## src/rtl/mulq_seq_ctrl.sv

```systemverilog
// Sequencer feeding a pipelined mod-Q multiplier: captures an a-burst plus b, issues NUM_OPS jobs
// over a go/rdy handshake (operands hold while stalled), sums results mod Q, pulses dvld with dout.
module mulq_seq_ctrl #(
   parameter int NUM_OPS = 6,
   parameter int Q       = 8380417,
   parameter int W       = 24
) (
   input  logic         clk,
   input  logic         rst,
   input  logic         soft_rstn,
   input  logic         start,
   input  logic [W-1:0] a_in,
   input  logic [W-1:0] b_in,
   input  logic         mul_rdy,
   output logic [W-1:0] mul_a,
   output logic [W-1:0] mul_b,
   output logic         mul_go,
   input  logic         mul_vld,
   input  logic [W-1:0] mul_res,
   output logic [127:0] dout,
   output logic         dvld,
   output logic         busy,
   output logic         err
);

   localparam logic [2:0]  S_IDLE    = 3'd0;
   localparam logic [2:0]  S_CAPTURE = 3'd1;
   localparam logic [2:0]  S_ISSUE   = 3'd2;
   localparam logic [2:0]  S_DRAIN   = 3'd3;
   localparam logic [2:0]  S_DONE    = 3'd4;
   localparam logic [2:0]  LAST_IDX  = 3'(NUM_OPS - 1);
   localparam logic [2:0]  N_OPS     = 3'(NUM_OPS);
   localparam logic [24:0] Q25       = 25'(Q);

   logic [2:0]   state;
   logic [2:0]   cap_cnt;
   logic [2:0]   iss_cnt;
   logic [2:0]   res_cnt;
   logic [2:0]   iss_nxt;
   logic [W-1:0] abuf [0:NUM_OPS-1];
   logic [W-1:0] b_lat;
   logic [W-1:0] r [0:3];
   logic [23:0]  acc;
   logic [23:0]  acc_nxt;
   logic [24:0]  sum;
   logic         xfer;
   logic         res_ok;
   logic         blk_rst;

   assign blk_rst = rst | ~soft_rstn;
   assign xfer    = mul_go & mul_rdy;
   assign iss_nxt = iss_cnt + 3'd1;
   assign busy    = (state != S_IDLE);
   // A result is only legal while a job is actually outstanding.
   assign res_ok  = mul_vld && (state == S_ISSUE || state == S_DRAIN) && (res_cnt < iss_cnt);

   always_comb begin
      sum     = {1'b0, acc} + 25'(mul_res);
      acc_nxt = (sum >= Q25) ? 24'(sum - Q25) : sum[23:0];
   end

   always_ff @(posedge clk) begin
      if (blk_rst) begin
         state   <= S_IDLE;
         cap_cnt <= '0;
         iss_cnt <= '0;
         res_cnt <= '0;
         acc     <= '0;
         b_lat   <= '0;
         mul_a   <= '0;
         mul_b   <= '0;
         mul_go  <= 1'b0;
         dout    <= '0;
         dvld    <= 1'b0;
         err     <= 1'b0;
         for (int i = 0; i < NUM_OPS; i++) abuf[i] <= '0;
         for (int i = 0; i < 4; i++) r[i] <= '0;
      end else begin
         dvld <= 1'b0;
         if (start && state != S_IDLE) err <= 1'b1;
         if (mul_vld && !res_ok) err <= 1'b1;

         if (res_ok) begin
            if (res_cnt < 3'd4) r[res_cnt[1:0]] <= mul_res;
            res_cnt <= res_cnt + 3'd1;
            acc     <= acc_nxt;
         end

         case (state)
            S_IDLE: begin
               if (start) begin
                  state   <= S_CAPTURE;
                  cap_cnt <= '0;
                  iss_cnt <= '0;
                  res_cnt <= '0;
                  acc     <= '0;
               end
            end
            S_CAPTURE: begin
               abuf[cap_cnt] <= a_in;
               if (cap_cnt == 3'd0) b_lat <= b_in;
               cap_cnt <= cap_cnt + 3'd1;
               if (cap_cnt == LAST_IDX) begin
                  state  <= S_ISSUE;
                  mul_go <= 1'b1;
                  mul_a  <= abuf[0];
                  mul_b  <= b_lat;
               end
            end
            S_ISSUE: begin
               if (xfer) begin
                  iss_cnt <= iss_nxt;
                  if (iss_cnt == LAST_IDX) begin
                     mul_go <= 1'b0;
                     state  <= S_DRAIN;
                  end else begin
                     mul_a <= abuf[iss_nxt];
                  end
               end
            end
            S_DRAIN: begin
               if (res_cnt == N_OPS) begin
                  state <= S_DONE;
                  dvld  <= 1'b1;
                  dout  <= {8'h00, acc, 24'(r[3]), 24'(r[2]), 24'(r[1]), 24'(r[0])};
               end
            end
            S_DONE:  state <= S_IDLE;
            default: state <= S_IDLE;
         endcase
      end
   end

endmodule

```

## config.mk

```make
export PLATFORM = sky130hd
export DESIGN_NAME = mulq_seq_ctrl
export DESIGN_NICKNAME = d
export VERILOG_FILES = /design/src/rtl/mulq_seq_ctrl.sv
export SDC_FILE = /design/constraint.sdc
export NUM_CORES = 1
export LEC_CHECK = 0
export CAP_MARGIN = 20
export CORE_UTILIZATION = 40
export CTS_CLUSTER_DIAMETER = 80
export DETAILED_ROUTE_END_ITERATION = 12
export GPL_TIMING_DRIVEN = 0
export PLACE_DENSITY = 0.58
export RECOVER_POWER = 100
export REMOVE_ABC_BUFFERS = 1
export SETUP_SLACK_MARGIN = 0.05
export SLEW_MARGIN = 15
export SYNTH_ARGS = -nofsm -noshare
export SYNTH_HDL_FRONTEND = slang
export SYNTH_SLANG_ARGS = --single-unit
```

## constraint.sdc

```tcl
create_clock -name clk -period 13.9 [get_ports clk]
set_clock_uncertainty 0.05 [all_clocks]
set_input_delay 2.78 -clock clk [delete_from_list [all_inputs] [get_ports clk]]
set_output_delay 2.78 -clock clk [all_outputs]
set_load 0.005 [all_outputs]
```

# Yosys cells after proc, flatten, opt, wreduce, memory -nomap -nowiden

Memories as Yosys holds them, arrays and structs flattened. A register that Yosys moved wholly into a read port is not among the register bits.
Index checks and enable logic that the tools add are counted.

Flip-flop bits (word level): 231
Logic and storage cells: 105
RAM bits: 240
Bits of input ports: 78
Memories kept: 2
Output and inout bits: 180

Memory list:

| memory | words | width | rd ports | clocked after Yosys merged registers in | write ports | line | text |
|---|---|---|---|---|---|---|---|
| abuf   | 6     | 24    | 2        | 0                                       | 6           | 40   | `logic [W-1:0] abuf [0:NUM_OPS-1];` |
| r      | 4     | 24    | 4        | 4                                       | 4           | 42   | `logic [W-1:0] r [0:3];` |

Mux-type cells: 43
Equality and inequality tests: 12
Bitwise operators: 4
Order comparisons: 3
Reduce and logical (&&, ||, !) cells: 24
Add/subtract/negate cells: 5

Operators with widths:

| operator                                                                               | count |
|---|---|
| 24-bit two-way mux                                                                     | 9 |
| 24-bit one-hot mux with 2 select lines                                                 | 1 |
| 24-bit OR reduction                                                                    | 2 |
| 3-bit two-way mux                                                                      | 11 |
| 24-bit by 24-bit adder with 25-bit output                                              | 1 |
| 25-bit by 23-bit greater-or-equal comparator with 1-bit output (second input constant) | 1 |
| 24-bit by 23-bit subtractor with 24-bit output (second input constant)                 | 1 |
| 1-bit two-way mux                                                                      | 17 |
| 3-bit one-hot mux with 2 select lines                                                  | 2 |
| 3-bit one-hot mux with 4 select lines                                                  | 1 |
| 3-bit by 1-bit adder with 3-bit output (second input constant)                         | 3 |
| 3-bit equality test (second input constant)                                            | 3 |
| 2-bit inequality test (second input constant)                                          | 4 |
| 2-bit AND reduction                                                                    | 4 |
| 4-bit AND reduction                                                                    | 2 |
| 2-bit nonzero test                                                                     | 4 |
| 3-bit by 2-bit equality test with 1-bit output (second input constant)                 | 2 |
| 3-bit logical NOT                                                                      | 2 |
| 5-bit AND reduction                                                                    | 1 |
| 1-bit logical AND                                                                      | 4 |
| 2-bit by 1-bit inequality test with 1-bit output (second input constant)               | 2 |
| 3-bit by 1-bit equality test with 1-bit output (second input constant)                 | 1 |
| 3-bit less-than comparator                                                             | 1 |
| 3-bit less-than comparator (second input constant)                                     | 1 |
| 10 further kinds                                                                       | 11 |

# Depth between registers and ports, before layout

Gate-level depths: netlist (run 1).

Depth in word-level cells: 9
Mapped depth: 14

# Worst setup path before layout (run 1)

OpenSTA, ideal clock, no wires.

Path type: input port to flip-flop
Start point: in mul_res[0]
End point: reg acc[22]
Library setup time: 0.116 ns
Buffers on the path: 1
Data arrival time: 6.126 ns
Cell stages on the path: 13
Slack: 7.608 ns
Path through: ha_1 > fa_1 > a21o_1 > a2111oi_2 > a211oi_1 > a311oi_2 > or4b_4 > or4_1 > buf_2 > and3_4 > a41oi_1 > mux2i_1 > nor2_1

Cells in the longest elaborated chain, start to end: 6

RTL lines:

| element                                                                                                                                 | line | text |
|---|---|---|
| from (decl)                                                                                                                             | 19   | `input logic [W-1:0] mul_res,` |
| 24-bit by 24-bit adder with 25-bit output *                                                                                             | 58   | `sum = {1'b0, acc} + 25'(mul_res);` |
| 24-bit by 23-bit subtractor with 24-bit output / 25-bit by 23-bit greater-or-equal comparator with 1-bit output (equally long branches) | 59   | `acc_nxt = (sum >= Q25) ? 24'(sum - Q25) : sum[23:0];` |
| 24-bit two-way mux *                                                                                                                    | 59   |  |
| 24-bit two-way mux *                                                                                                                    | 83   | `if (res_ok) begin` |
| 24-bit two-way mux                                                                                                                      | 91   | `if (start) begin` |
| 24-bit two-way mux *                                                                                                                    | 89   | `case (state)` |
| to (signal assigned)                                                                                                                    | 86   | `acc <= acc_nxt;` |
| to (decl)                                                                                                                               | 43   | `logic [23:0] acc;` |

Mark *: on every way between the ends. The rest lies on a longest branch, timed or not.
A chain may end at the register's enable or synchronous reset.

==> impl_metrics.ini, run 1 <==
[sta]
final.min_clock_period_ps = 10140
worstMarginPinSlew_ps = 3100
setup_viol = 0
timing.hold.ws_ps = 398
slew_headroom = -1.07
tns_ps = 0
fin_crit_sh = 0.729
hold_viol = 0
fmax_mhz = 98.6
slew_violations = 225
rsz0062_at_grt = no

[synthesis]
async_flop_share = 0
ys_types = 73
ys_ff_latch = 519
synthFlopType = edfxtp_1
ys_seq_area_frac = 0.604
synth_edf_count = 288
ys.warnings.count = 0
avgSynthCellArea_um2 = 10.7
syn_inst = 2044
syn_area_um2 = 22000

[routing]
vias_per_cell = 5.30
drc = 0
vias = 15900
drt-total-wl_mm = 59.9
drt_iter0_drc = 882
ant_nets = 0
post_drt_wl_per_cell_um = 19.9
dr.pass1.iters = 5

[placement]
dp_hpwl_mm = 39.7
portBuffers = 249
postPlaceCellArea_um2 = 25800
gp_congestion = 0.833
dp.cells = 2903

[layout]
fin_cells = 3007
areaGrowthSynthToFinish_pct = 23.4
nNetsFinal = 2378
seq_area_um2 = 13300
drive_above_1_share = 0.0740
multiInputGateArea_um2 = 8060
final_area_um2 = 27100
fill_cells = 4840

[floorplan]
die_area_um2 = 55800
die_w_um = 236
core_um2 = 54000
rows = 85
top_level_ports = 258
die_h_um = 236
start_util = 0.406

[cts]
h-tree-depth = 2
tritoncts = built
clkSinkCount = 519
insertion_delay_ps = 630
postCtsHoldBufs = 0
cts_buffers = 55
post_cts.repair.setup_buffers = 0
cts_resized = 0
clockRootBuffer = clkbuf_16
clkSlewWorstSetupHoldPaths_ps = 60
cts.path.max_buffers = 3

[worst_setup_path]
regToRegSetupSlack_ps = 8340
crit_path_start_kind = primary input
reg2reg_to = acc[10]
crit_path_end_kind = flop
timing.rr.start = acc[0]
crit_arrival_ps = 10450
critical_path_class = primary input to flop
required_ps = 14210
critPathLaunch = rst
path_max_fanout = 55
r2r_cells = 13
crit_path_end = r[2][13]

[global_routing]
groute.usage.overall = 0.213
antenna_found_initial = 1
grt_pass1_vias = 15700
grt_pass1_wl_mm = 92.4
grt_max_degree = 66
gr-total-overflow = 0

[pwr]
leakage_nw = 9.99
power_per_cell_area_nw_per_um2 = 119
irDropWorstVdd_mv = 0.0929

[job]
drv_cap = 5

[outcome]
status = finished, violations left
failed_checks = capacitance limit, slew limit

[min_path]
worstHoldPathType = flop to flop
[report_power, final]
group	leakage [nW]	internal (mW)	switching, mW
registers	5.05	1.65	0.00915
clock network	0.861	0.809	0.627
logic	4.07	0.0450	0.0780
total	9.99	2.50	0.714
[cell usage in the layout (no fill, tap or decap), drive strengths merged, types with 4 or more instances in the layout]
cell           Yosys  routed
nand2            412     412
edfxtp           288     288
a21oi            243     243
dfxtp            231     231
nor2             204     204
dlygate4sd3        0     174
and2             122     122
clkbuf           112     102
clkdlybuf4s50      0      75
mux4              48      48
o21ai             39      39
inv               37      38
ha                35      35
a211oi            34      34
mux2i             29      29
nand3             23      23
xnor2             23      23
clkinv             0      20
buf               23      19
nor3              17      17
xor2              14      14
conb               1       8
nand2b             8       8
nor4               8       8
a31oi              7       7
a21o               7       7
and3               7       7
o211ai             7       7
nand4              6       6
o221ai             5       5
or3                5       5
nor3b              4       4
a2111oi            4       4
[worst max-delay path: stages]
cell           delay (ps)
dlygate4sd3_1         540
nand2b_1             1700
clkbuf_1             1650
clkbuf_1             1700
nor3_1                530
and3_1                520
clkbuf_1              580
and2_0                390
[Yosys cell counts (7+ instances only)]
library cell  number  area share
o21ai_0           35      0.0080
mux2i_1           29       0.013
dfxtp_1          231        0.21
xor2_1            14      0.0056
clkbuf_1         112       0.019
nor2_1           204       0.035
xnor2_1           23      0.0092
nor3_1            17      0.0039
a21o_1             7      0.0024
nand2b_1           8      0.0023
a21oi_1          242       0.055
mux4_2            48       0.049
ha_1              35       0.020
buf_4              9      0.0031
nand3_1           23      0.0052
inv_1             37      0.0063
buf_1              8      0.0014
nand2_1          411       0.070
edfxtp_1         288        0.39
a31oi_1            7      0.0020
and2_1           122       0.035
a211oi_1          32       0.011
[registers in the layout, indices dropped and copies added, names as in the netlist]
name	count
abuf	192
dout	120
res_cnt	3
dvld	1
b_lat	24
iss_cnt	3
acc	24
mul_go	1
r	96
cap_cnt	3
state	3
mul_a	24
err	1
mul_b	24
[worst min path at each step]
stage	startpoint	endpoint	cells after the start
after floorplan	b_lat[0]	mul_b[0]	2
after global placement	b_lat[6]	mul_b[6]	2
after detailed placement	b_lat[10]	mul_b[10]	2
after CTS	dout[23]	dout[23]	2
after global routing	mul_b[12]	mul_b[12]	2
final	dout[50]	dout[50]	2
[kinds of logic (layout without fill, tap and decap cells)]
family                     Yosys count  count (layout)  synth area share
adders and majority gates           36              36            0.0209
AOI/OAI and AO/OA                  371             371            0.0980
muxes                               78              78            0.0630
buffers and inverters              172             431            0.0316
and+or+nand+nor                    830             830             0.167
DFF                                519             519             0.604
xor gates and xnor gates            37              37            0.0148
other                                1               9          0.000171
[routing by layer]
metal	vias to the layer above	GRT usage	part of all wire
li1	7570	-	-
met2	416	0.371	0.50
met5	-	0	0
met4	0	0.0523	0.019
met3	79	0.0404	0.056
met1	7876	0.272	0.42
[layout make-up]
cell class | instances | area share
antenna | 1 | 0.0000923
clock buffer | 79 | 0.0564
clock inverter | 24 | 0.00882
inverter | 37 | 0.00512
multi-input combinational | 1360 | 0.298
sequential | 519 | 0.490
tap | 696 | 0.0321
timing repair buffer | 291 | 0.110
[through the flow]
stage / setup slack [ps] / total power, mW / utilization
final: 3760 / 3.21 / 0.502
after global routing: 3160 / 3.32 / 0.502
after CTS: 6770 / 3.26 / 0.510
after detailed placement: 6130 / 1.82 / 0.477
after global placement: -4990 / 1.81 / 0.459
after floorplan: 3830 / 1.75 / -
Note: power is estimated with default switching activity, not from simulation.
==> run 2, diff against run 1 <==
clock period = 9.8 ns   (was 13.9 ns; I/O delays follow)
==> impl_metrics.ini, run 2 (synthesized netlist as in run 1, its figures left out) <==
[outcome]
status = finished, violations left
failed_checks = capacitance limit, slew limit

[min_path]
hold_depth = 2
worstHoldPathType = flop to flop

[sta]
tns_ps = 0
slew_violations = 173
setup_viol = 0
final.min_clock_period_ps = 7730
fmax_mhz = 129
fin_ws_ps = 2070
worstMarginPinSlew_ps = 3110
slew_headroom = -1.07
rsz0062_at_grt = no
hold_viol = 0
fin_crit_sh = 0.789

[cts]
clockRootBuffer = clkbuf_16
cts_buffers = 55
post_cts.repair.setup_buffers = 0
postCtsHoldBufs = 0
tritoncts = built
clkSlewWorstSetupHoldPaths_ps = 60
cts.path.max_buffers = 3
h-tree-depth = 2
insertion_delay_ps = 630
cts_resized = 0
clkSinkCount = 519

[routing]
drt_iter0_drc = 927
ant_nets = 0
vias = 15900
drt-total-wl_mm = 60.0
dr.pass1.iters = 7
post_drt_wl_per_cell_um = 20.0
drc = 0
vias_per_cell = 5.29

[job]
drv_cap = 4

[floorplan]
top_level_ports = 258
die_h_um = 236
core_um2 = 54000
die_area_um2 = 55800
die_w_um = 236
rows = 85
start_util = 0.406

[worst_setup_path]
slowest_stage = nand2b_1
path_cells = dlygate4sd3_1, nand2b_1, clkbuf_1, nor2_4, nand2_1, nor2_1, clkbuf_1
critical_path_class = primary input to flop
cp.depth = 7
crit_path_frequent_cell = clkbuf_1
cp_top_family = simple AND/OR/NAND/NOR gates
slowest_delay_ps = 1260
critPathBufInv = 3
path_max_fanout = 55
crit_path_end_kind = flop
crit_arrival_ps = 7900
crit_path_start_kind = primary input
required_ps = 9970
r2r_cells = 13

[placement]
dp.cells = 2903
dp_hpwl_mm = 39.7
portBuffers = 249
postPlaceCellArea_um2 = 25800
gp_congestion = 0.833
place_ws_ps = 2850

[pwr]
irDropWorstVdd_mv = 0.132
clockPowerShare = 0.447
switchingPower_mw = 1.02
seq_power_share = 0.514
power_per_cell_area_nw_per_um2 = 168
sw_frac_of_total = 0.223
comb_power_share = 0.039
leakage_nw = 10.0
power_mw = 4.56
internal_power_mw = 3.55

[layout]
fill_cells = 4830
multiInputGateArea_um2 = 8080
layout_common_cells = nand2_1, edfxtp_1, a21oi_1
final_area_um2 = 27200
regMostFlops = abuf
drive_above_1_share = 0.0771
largest_registers = abuf: 192 flops, dout: 120 flops, r: 96 flops
final_common_cell = nand2_1
nNetsFinal = 2378
fin_cells = 3007
areaGrowthSynthToFinish_pct = 23.7
seq_area_um2 = 13300
largest_reg_flops = 192

[global_routing]
groute.usage.overall = 0.213
gr-total-overflow = 0
antenna_found_initial = 1
grt_pass1_vias = 15700
grt_pass1_wl_mm = 92.4
grt_max_degree = 66
## run 2: cell count changes in the layout (fill, tap and decap cells not counted), moves of 2 or more
cell and delta:
nand2_1 -5, nand2_2 +5, clkbuf_1 -2, nand3_1 -2, nand3_2 +2
## run 2: tightest hold or removal path, cell delays in order, from the launching register on
cell,delay [ps]
dfxtp_1,300
nand2_1,50
a21oi_1,50
## run 2: power groups by stage
stage	registers (mW)	clock network, mW	logic, mW
final	2.35	2.04	0.178
after global routing	2.35	2.17	0.193
after CTS	2.35	2.09	0.190
after detailed placement	2.39	0	0.189
after global placement	2.39	0	0.172
after floorplan	2.39	0	0.0876
## run 2: layout make-up
cell class                      instances  area share
Timing Repair Buffer                  291       0.111
Multi-Input combinational cell       1360       0.298
Inverter                               37     0.00511
Clock buffer                           79      0.0563
Clock inverter                         24     0.00880
Tap cell                              696      0.0321
Antenna cell                            1   0.0000921
Sequential cell                       519       0.489
## run 2: final timing paths
check / from / endpoint / slack [ps]
setup / recovery: rst / abuf[7][0] / 2070
hold / removal: dout[50] / dout[50] / 400
setup reg to reg: acc[0] / acc[10] / 4350
hold reg to reg: dout[50] / dout[50] / 400
## run 2: per-stage QoR
stage | hold WS (ps) | utilization
finish | 398 | 0.503
global route | 418 | 0.503
CTS | 404 | 0.510
detailed placement | 394 | 0.477
global placement | 385 | 0.459
floorplan | 382 | -
## run 2: routing by layer
layer  routed length [um]  GRT usage
met2                30200      0.371
met4                 1160     0.0523
met1                25500      0.272
met5                    0          0
met3                 3270     0.0404
==> run 3, diff against run 2 <==
PLACE_DENSITY = 0.61   (was 0.58)
clock period = 6.7 ns   (was 9.8 ns; I/O delays follow)
==> impl_metrics.ini, run 3 (synthesized netlist as in run 1, its figures left out) <==
[worst_setup_path]
path_max_fanout = 51
crit_arrival_ps = 6310
critPathLaunch = rst
cp.depth = 6
crit_path_start_kind = primary input
timing.rr.start = res_cnt[0]
slowest_delay_ps = 1170
critical_path_class = primary input to flop
reg2reg_to = dout[106]
path_cells = dlygate4sd3_1, nand2b_1, buf_16, nor2_4, nand3_1, nand2_2
cp_top_family = simple AND/OR/NAND/NOR gates
r2r_cells = 7
crit_path_end_kind = flop
required_ps = 6880
crit_path_end = abuf[2][14]
regToRegSetupSlack_ps = 1130
slowest_stage = nand2b_1
critPathBufInv = 2

[placement]
dp_hpwl_mm = 39.8
gp_congestion = 0.830
portBuffers = 249
place_ws_ps = 369
postPlaceCellArea_um2 = 25700

[cts]
clkSlewWorstSetupHoldPaths_ps = 60
h-tree-depth = 2
insertion_delay_ps = 620
clkSinkCount = 519
post_cts.repair.setup_buffers = 0
cts_resized = 0
cts_buffers = 54
clockRootBuffer = clkbuf_16
tritoncts = built
postCtsHoldBufs = 0
cts.path.max_buffers = 3

[layout]
largest_reg_flops = 192
drive_above_1_share = 0.0737
largest_registers = abuf: 192 flops, dout: 120 flops, r: 96 flops
layout_common_cells = nand2_1, edfxtp_1, a21oi_1
final_area_um2 = 27100
nNetsFinal = 2375
final_common_cell = nand2_1
regMostFlops = abuf
areaGrowthSynthToFinish_pct = 23.3

[global_routing]
grt_pass1_vias = 15700
antenna_found_initial = 5
gr-total-overflow = 0
grt_pass1_wl_mm = 91.3
grt_max_degree = 66
groute.usage.overall = 0.211

[routing]
vias_per_cell = 5.31
dr.pass1.iters = 5
post_drt_wl_per_cell_um = 19.8
drt_iter0_drc = 939
drt-total-wl_mm = 59.4
vias = 15900
drc = 0
ant_nets = 0

[floorplan]
top_level_ports = 258
die_h_um = 236
start_util = 0.406
die_area_um2 = 55800
die_w_um = 236
core_um2 = 54000
rows = 85

[outcome]
failed_checks = capacitance limit, slew limit
status = finished, violations left

[job]
drv_cap = 3

[sta]
fin_ws_ps = 564
final.min_clock_period_ps = 6140
fmax_mhz = 163
slew_violations = 114
fin_crit_sh = 0.916
slew_headroom = -1.51
rsz0062_at_grt = no
hold_viol = 0
setup_viol = 0
worstMarginPinSlew_ps = 3760

[pwr]
sw_frac_of_total = 0.219
comb_power_share = 0.040
power_per_cell_area_nw_per_um2 = 246
clockPowerShare = 0.445
switchingPower_mw = 1.45
seq_power_share = 0.516
leakage_nw = 9.95
irDropWorstVdd_mv = 0.190
internal_power_mw = 5.20

[min_path]
worstHoldPathType = flop to flop
## run 3: changes by cell type in the layout (fill, tap and decap cells not counted), sizes merged
cell / delta
inv: +3
diode: +1
buf: -2
bufinv: +2
clkinvlp: +1
clkinv: -1
clkbuf: -6
## run 3: stage by stage
stage | utilization | power, mW | hold WS [ps] | setup TNS (ps) | instances
floorplan | - | 3.62 | 382 | -343710 | 1916
global placement | 0.459 | 3.75 | 385 | -3881220 | 2861
detailed placement | 0.475 | 3.77 | 393 | 0 | 2899
CTS | 0.507 | 6.73 | 404 | 0 | 3001
global route | 0.501 | 6.87 | 419 | 0 | 3004
finish | 0.501 | 6.65 | 399 | 0 | 3005
## run 3: how the worst min path moves through the flow
stage	startpoint	end	slack, ps	cells past startpoint
after floorplan	b_lat[0]	mul_b[0]	380	2
after global placement	b_lat[7]	mul_b[7]	380	2
after CTS	dout[84]	dout[84]	400	2
after global routing	b_lat[18]	b_lat[18]	420	2
after detailed placement	b_lat[8]	mul_b[8]	390	2
final	dout[84]	dout[84]	400	2
## run 3: area by class of cell
| cell class | count | area [um2] |
|---|---|---|
| Antenna cell | 2 | 5.00 |
| Clock buffer | 73 | 1450 |
| Clock inverter | 29 | 288 |
| Fill cell | 4873 | 27000 |
| Inverter | 37 | 139 |
| Multi-Input combinational cell | 1360 | 8080 |
| Sequential cell | 519 | 13300 |
| Tap cell | 696 | 871 |
| Timing Repair Buffer | 289 | 2960 |
## run 3: power groups by stage
stage	registers [mW]	clock network, mW	logic, mW
final	3.43	2.96	0.263
after global routing	3.44	3.15	0.283
after CTS	3.43	3.03	0.275
after detailed placement	3.50	0	0.274
after global placement	3.50	0	0.248
after floorplan	3.49	0	0.128
## run 3: layer usage
metal	GRT usage	wire length [um]	vias up
met5	0	11	-
met2	0.364	29600	432
met1	0.269	25100	7864
met4	0.0514	1140	2
li1	-	-	7568
met3	0.0433	3620	79
## run 3: worst min-delay path, delay by kind of cell (launching register included)
kind | cells | cell delay, ps
flip-flops | 1 | 300
AND/OR/NAND/NOR | 1 | 50
AO/OA/AOI/OAI | 1 | 50
